File: config.mk
export PLATFORM = sky130hd
export DESIGN_NAME = core_cmd_scheduler
export DESIGN_NICKNAME = d
export VERILOG_FILES = /design/src/rtl/core_cmd_scheduler.sv
export SDC_FILE = /design/constraint.sdc
export NUM_CORES = 1
export LEC_CHECK = 0
export CORE_MARGIN = 2
export CORE_UTILIZATION = 25
export DETAILED_ROUTE_END_ITERATION = 12
export GPL_TIMING_DRIVEN = 0
export HOLD_SLACK_MARGIN = 0.05
export PLACE_DENSITY = 0.44
export SYNTH_ARGS = -nofsm -noshare
export SYNTH_HDL_FRONTEND = slang
export SYNTH_SLANG_ARGS = --single-unit
File: constraint.sdc
create_clock -name clk -period 3.6 [get_ports clk]
set_clock_uncertainty 0.15 [all_clocks]
set_input_delay 0.9 -clock clk [delete_from_list [all_inputs] [get_ports clk]]
set_output_delay 0.9 -clock clk [all_outputs]
set_load 0.01 [all_outputs]
File: src/rtl/core_cmd_scheduler.sv
// Request FIFO and single-outstanding issue scheduler for the Division/Root core.
// Optional SCHED_STATS_EN adds saturating done/timeout response counters.
module core_cmd_scheduler #(
    parameter int DEPTH   = 4,
    parameter int TIMEOUT = 63
) (
    input  logic        clk,
    input  logic        rst_n,
    input  logic        req_valid,
    output logic        req_ready,
    input  logic        req_mode,
    input  logic [9:0]  req_data_1,
    input  logic [2:0]  req_data_2,
    output logic        core_in_valid,
    output logic        core_in_mode,
    output logic [9:0]  core_in_data_1,
    output logic [2:0]  core_in_data_2,
    input  logic        core_out_valid,
    input  logic [19:0] core_out_data,
    output logic        rsp_valid,
    input  logic        rsp_ready,
    output logic        rsp_mode,
    output logic [19:0] rsp_data,
    output logic        rsp_timeout,
    output logic        busy
`ifdef SCHED_STATS_EN
    ,
    output logic [15:0] stat_done,
    output logic [7:0]  stat_tmo
`endif
);

    localparam int AW = $clog2(DEPTH);

    typedef enum logic [1:0] {IDLE, ISSUE, WAIT, RESP} state_t;

    state_t        state;
    logic [13:0]   mem [DEPTH];
    logic [AW-1:0] wr_ptr;
    logic [AW-1:0] rd_ptr;
    logic [AW:0]   count;
    logic [7:0]    cnt;
    logic          full;
    logic          push;
    logic          pop;

    assign full      = (count == (AW+1)'(DEPTH));
    assign req_ready = !full;
    assign push      = req_valid && !full;
    assign pop       = (state == IDLE) && (count != '0);
    assign busy      = (state != IDLE) || (count != '0);

    // Storage needs no reset; occupancy is tracked by count/pointers.
    always_ff @(posedge clk) begin
        if (push) mem[wr_ptr] <= {req_mode, req_data_1, req_data_2};
    end

    always_ff @(posedge clk) begin
        if (!rst_n) begin
            state          <= IDLE;
            wr_ptr         <= '0;
            rd_ptr         <= '0;
            count          <= '0;
            cnt            <= '0;
            core_in_valid  <= 1'b0;
            core_in_mode   <= 1'b0;
            core_in_data_1 <= '0;
            core_in_data_2 <= '0;
            rsp_valid      <= 1'b0;
            rsp_mode       <= 1'b0;
            rsp_data       <= '0;
            rsp_timeout    <= 1'b0;
`ifdef SCHED_STATS_EN
            stat_done      <= '0;
            stat_tmo       <= '0;
`endif
        end else begin
            if (push) wr_ptr <= wr_ptr + 1'b1;
            if (pop)  rd_ptr <= rd_ptr + 1'b1;
            if (push && !pop)      count <= count + 1'b1;
            else if (pop && !push) count <= count - 1'b1;

            unique case (state)
                IDLE: begin
                    if (pop) begin
                        {core_in_mode, core_in_data_1, core_in_data_2} <= mem[rd_ptr];
                        core_in_valid <= 1'b1;
                        state         <= ISSUE;
                    end
                end
                ISSUE: begin
                    core_in_valid <= 1'b0;
                    cnt           <= '0;
                    state         <= WAIT;
                end
                WAIT: begin
                    // A result arriving on the timeout cycle still wins.
                    if (core_out_valid) begin
                        rsp_data    <= core_out_data;
                        rsp_mode    <= core_in_mode;
                        rsp_timeout <= 1'b0;
                        rsp_valid   <= 1'b1;
                        state       <= RESP;
                    end else if (cnt == 8'(TIMEOUT)) begin
                        rsp_data    <= '0;
                        rsp_mode    <= core_in_mode;
                        rsp_timeout <= 1'b1;
                        rsp_valid   <= 1'b1;
                        state       <= RESP;
                    end else begin
                        cnt <= cnt + 1'b1;
                    end
                end
                RESP: begin
                    if (rsp_ready) begin
                        rsp_valid <= 1'b0;
                        state     <= IDLE;
`ifdef SCHED_STATS_EN
                        if (rsp_timeout) begin
                            if (stat_tmo != '1) stat_tmo <= stat_tmo + 1'b1;
                        end else begin
                            if (stat_done != '1) stat_done <= stat_done + 1'b1;
                        end
`endif
                    end
                end
            endcase
        end
    end

endmodule

==> Yosys cells after proc, flatten, opt, wreduce, memory -nomap -nowiden <==
Memories as Yosys holds them, arrays and structs flattened. A register that Yosys moved wholly into a read port is not among the register bits.
Cells that the tools add are included.
{ "totals": {"register_bits": 41, "ram_bits": 56, "in_bits": 39, "output_inout_bits": 40, "wordCells": 72, "memories": 1} }
{ "op_classes": {"n_addsub": 5, "eq_ne": 10, "mux": 23, "n_reduce_logical": 23} }
{ "mem_list": {"columns": ["name", "depth", "width", "read_ports", "rd_clocked_by_memory_dff", "write_ports", "line_no", "source"], "rows": [
  ["mem", 4, 14, 1, 1, 1, "38", "logic [13:0] mem [DEPTH];"]
]} }
{ "ops": {"columns": ["op", "count"], "rows": [
  ["2-to-1 mux 20 bit", 2],
  ["2-to-1 mux 8 bit", 2],
  ["case mux 8 bit (2 select lines)", 1],
  ["nonzero test 2 bit", 6],
  ["2-to-1 mux 1 bit", 9],
  ["AND reduction 3 bit", 3],
  ["adder 8 x 1 -> 8 bit, second input constant", 1],
  ["equality test 8 x 6 -> 1 bit, second input constant", 1],
  ["2-to-1 mux 2 bit", 4],
  ["!= test 2 bit, second input constant", 4],
  ["case mux 2 bit (4 select lines)", 1],
  ["2-to-1 mux 3 bit", 2],
  ["AND reduction 2 bit", 3],
  ["adder 2 x 1 -> 2 bit, second input constant", 2],
  ["equality test 2 bit, second input constant", 2],
  ["logical AND 1 bit", 4],
  ["logical NOT 1 bit", 4],
  ["case mux 1 bit (2 select lines)", 2],
  ["adder 3 x 1 -> 3 bit, second input constant", 1],
  ["equality test 3 bit, second input constant", 1],
  ["!= test 3 bit, second input constant", 1],
  ["nonzero test 3 bit", 1],
  ["subtractor 3 x 1 -> 3 bit, second input constant", 1],
  ["equality test 2 x 1 -> 1 bit, second input constant", 1],
  ["other kinds (2)", 2]
]} }

==> Depth between registers and ports, before layout <==
{ "depth": {"word_depth": 7, "depth_mapped": 12, "ltp_nobuf": 10} }

==> Worst setup path after synthesis <==
No wires, ideal clock.
{ "synth_path": {"kind": "input port to flip-flop", "startpoint": "input req_valid", "endpoint": "register count[2]", "arrival_time_ps": 2377, "required_time_ps": 3374, "path_slack_ps": 998, "stages": 7, "path_cell_list": "a21boi_2 -> ha_1 -> inv_1 -> fa_1 -> xor2_1 -> or3_1 -> a21boi_0"} }
{ "synth_between": {"elab_chain_cells": 4} }
{ "synth_rtl": {"columns": ["item", "line_no", "source"], "rows": [
  ["start: declaration", "9", "input logic req_valid,"],
  ["logical AND 1 bit (*)", "49", "assign push = req_valid && !full;"],
  ["logical NOT 1 bit", "81", "else if (pop && !push) count <= count - 1'b1;"],
  ["logical AND 1 bit", "81", null],
  ["nonzero test 2 bit (no line)", null, null],
  ["end signal: assignment", "80", "if (push && !pop) count <= count + 1'b1;"],
  ["end signal: assignment", "81", null],
  ["end: declaration", "41", "logic [AW:0] count;"]
]} }
Mark *: on every way between the ends. The rest lies on a longest branch, timed or not.
A chain may end at the register's enable or synchronous reset.

==> Worst setup path after layout <==
{ "layout_path": {"startpoint": "register state[0]", "endpoint": "output busy"} }
{ "layout_between": {"elab_chain_cells": 2} }
{ "layout_rtl": {"columns": ["item", "line_no", "source"], "rows": [
  ["start: declaration", "37", "state_t state;"],
  ["start signal: assignment", "60", "state <= IDLE;"],
  ["start signal: assignment", "88", "state <= ISSUE;"],
  ["start signal: assignment", "94", "state <= WAIT;"],
  ["nonzero test 2 bit", "51", "assign busy = (state != IDLE) || (count != '0);"],
  ["logical OR 1 bit", "51", null],
  ["end: declaration", "25", "output logic busy"]
]} }
No other way between the ends.

==> summary.txt <==
Timing
  – Max-slew violations: 0
  – Min cycle time layout: 3090 ps
  – Fmax: 323 MHz
  – Setup violators final: 0
  – Setup WS post-layout: 507 ps
  – RSZ-0062 raised after global routing: no
  – Setup TNS: 0 ps
  – Final hold vios: 0
  – Post-route clock period utilization: 85.9%
  – Slew margin rel.: 43.6%
  – Worst Tran Pin Value: 847 ps

Final layout
  – Final core occ: 33.5%
  – Layout net count: 450
  – Fill count: 1685
  – Fraction of final layout cells sized beyond drive strength 1: 12.1%
  – P&R area growth vs syn: 32.0%
  – # diodes: 0
  – Layout Cells excl Fill: 629

Routing
  – Final antenna-violating net count: 0
  – Via count: 2719
  – Drt pass-1 iters: 5
  – Starting DRT DRC Count: 86
  – Drt wl/cell: 15.1 um
  – Via density per instance: 4.32
  – Remaining DRCs: 0
  – WL final: 9510 um

Global routing
  – Initial antenna violation count: 0
  – Pin count of the biggest net entering global routing: 23
  – Grt ovf: 0
  – First-pass GRT wire length: 14800 um
  – Vias in the first global route: 2671
  – Total GRT Usage: 10.7%

Critical path
  – Critical Path Max Stage Delay: 510 ps
  – R2r setup slk: 790 ps
  – CP max FO: 4
  – Req. time, crit path: 2550 ps
  – Top Family by Delay on Critical Path: buffers and inverters
  – Buf+Inv Stages, Crit Path: 2
  – Worst r2r dst: count[2]
  – CP Capture Type: primary output
  – Kind of critical path: reg -> out
  – Reg2Reg Depth: 12
  – Slowest cell on crit path: or4b_4
  – Crit path cell chain: inv_1 > ha_1 > or4b_4 > clkdlybuf4s50_1
  – CP Launch Type: flip-flop
  – CP arrival: 2040 ps
  – Worst r2r src: state[0]

Min path
  – Hold WC Path Type: reg -> reg
  – Hold depth: 2
  – Hold Crit Endpoint: core_in_data_1[9]
  – Hold Path Origin: core_in_data_1[9]

Synthesis
  – Register area share after synthesis: 63.5%
  – Syn. warnings: 0
  – Main synth FF type: edfxtp_1
  – Post-Syn Area per Cell: 14.1 um^2
  – Cell Area, Synth: 4380 um^2
  – FFs w/ async S/R, synth: 0%
  – Post-synth EDFFs: 56
  – Synth cell types: 49
  – FF+latch count, synth: 111
  – Synth Instances: 310
  – Syn Nets: 361

Run
  – Max-capacitance violation count: 0

Power
  – Pleak: 2.01 nW
  – P per Cell Area: 669 nW/um^2
  – Peak supply drop: 0.000277 V

Floorplan
  – Initial Utilization: 25.4%
  – Die W: 136 um
  – Cell Rows: 48
  – Core box area: 17200 um^2
  – Number of top-level pins: 79
  – Die area: 18600 um^2
  – Die Ht: 136 um

CTS
  – Clock root cell: clkbuf_16
  – Postcts setup bufs: 0
  – Clk Latency, worst-skew pair: 360 ps
  – Deepest clock path buffer count: 2
  – Num CTS Buffers: 9
  – CTS H-tree depth: 3
  – TritonCTS clock tree: done
  – Clk sinks: 111
  – Hold_buf cts: 0
  – CTS-repair resized insts: 0
  – Clk slew on worst S/H paths: 80 ps

Place
  – Pre-CTS setup slack: 386 ps
  – Final HPWL DP: 6430 um
  – I/O Buffers: 78
  – Placed Cells: 613
  – Routability Congestion: 0.701

Outcome
  – Status: completed
synthesized netlist by cell type (2+ instances only):
library cell,n,share of area [%]
xnor2_1,4,0.80
a21boi_1,10,1.7
inv_1,8,0.69
a22o_1,20,4.0
and2_1,11,1.6
ha_1,11,3.1
edfxtp_1,56,38
buf_6,4,1.0
a21oi_1,2,0.23
buf_2,3,0.34
clkbuf_1,6,0.51
nand2b_1,4,0.57
dfxtp_1,55,25
and3_1,2,0.29
o211ai_1,3,0.51
mux4_2,14,7.2
nor2_1,2,0.17
a21boi_0,6,1.0
nand3_1,3,0.34
nor2b_1,2,0.29
a31oi_1,2,0.29
nand2_1,45,3.9
mux2i_1,6,1.4
buf_4,2,0.34
nand4_1,4,0.57
o31ai_1,2,0.34
metrics by stage:
| step | cell area (um^2) | total power (W) | hold slack, ps |
|---|---|---|---|
| floorplan | 4380 | 0.00235 | 292 |
| global placement | 5440 | 0.00282 | 302 |
| detailed placement | 5440 | 0.00282 | 299 |
| CTS | 5780 | 0.00394 | 317 |
| global route | 5780 | 0.00409 | 335 |
| finish | 5780 | 0.00387 | 313 |
report_power, final:
part / leakage, nW / internal, W / switching (W)
combinational: 0.891 / 0.000575 / 0.000575
sequential: 0.961 / 0.00152 / 0.000102
clock: 0.162 / 0.000571 / 0.000527
total: 2.01 / 0.00266 / 0.00120
tightest hold or removal path, delay by kind of cell (launching register included):
kind | cells | cell delay, ps
AO/OA/AOI/OAI | 1 | 60
flip-flops | 1 | 310
AND/OR/NAND/NOR | 1 | 50
kinds of logic after synthesis:
logic type / after synthesis / synth area share, %
AO/OA/AOI/OAI: 58 / 11.1
XOR/XNOR: 5 / 1.00
adder cells (fa/ha/maj): 12 / 3.60
buffers and inverters: 25 / 3.11
flip-flops: 111 / 63.5
multiplexers: 20 / 8.57
AND/OR/NAND/NOR: 79 / 9.14
cell type report:
class | count | area (um^2) | share of cell area, %
tap | 225 | 282 | 4.87
inverter | 9 | 35.0 | 0.606
timing repair buffer | 78 | 781 | 13.5
sequential | 111 | 2780 | 48.1
buffer | 16 | 101 | 1.75
clock buffer | 9 | 225 | 3.90
multi-input combinational | 174 | 1460 | 25.3
clock inverter | 7 | 113 | 1.95
state kept, by name (all words and copies together) (netlist names), 3 cells and up:
| register | flops |
|---|---|
| core_in_data_1 | 10 |
| core_in_data_2 | 3 |
| cnt | 8 |
| rsp_data | 20 |
| count | 3 |
| mem | 56 |
placed cells by master (no fill, tap or decap), types with 3 or more instances in the layout:
master	n
inv_1	8
nand3_1	3
nand2b_1	4
buf_6	4
edfxtp_1	56
clkbuf_16	9
xnor2_1	4
a21boi_1	10
nand4_1	4
clkdlybuf4s50_1	78
a21boi_0	6
clkinv_8	3
ha_1	11
mux2i_1	6
o211ai_1	3
and2_1	11
nand2_1	45
mux4_2	14
buf_2	3
dfxtp_1	55
clkbuf_1	6
a22o_1	20
layer usage:
layer	vias to the layer above	share of wire, %	track usage, %
met4	0	1.1	2.95
met1	1319	47	13.9
li1	1323	-	-
met3	9	5.9	3.91
met2	68	46	16.8
met5	-	0	0
worst max-delay path by stage:
stage / endpoint / depth (start not counted) / slack [ps] / startpoint
3_3_place_gp: count[2] / 8 / 410 / req_valid
3_5_place_dp: count[2] / 8 / 390 / req_valid
5_1_grt: busy / 4 / 410 / state[0]
2_1_floorplan: count[2] / 7 / 1000 / req_valid
6_report: busy / 4 / 510 / state[0]
4_1_cts: busy / 4 / 490 / state[0]
No activity file was read; power rests on OpenSTA's default activity.
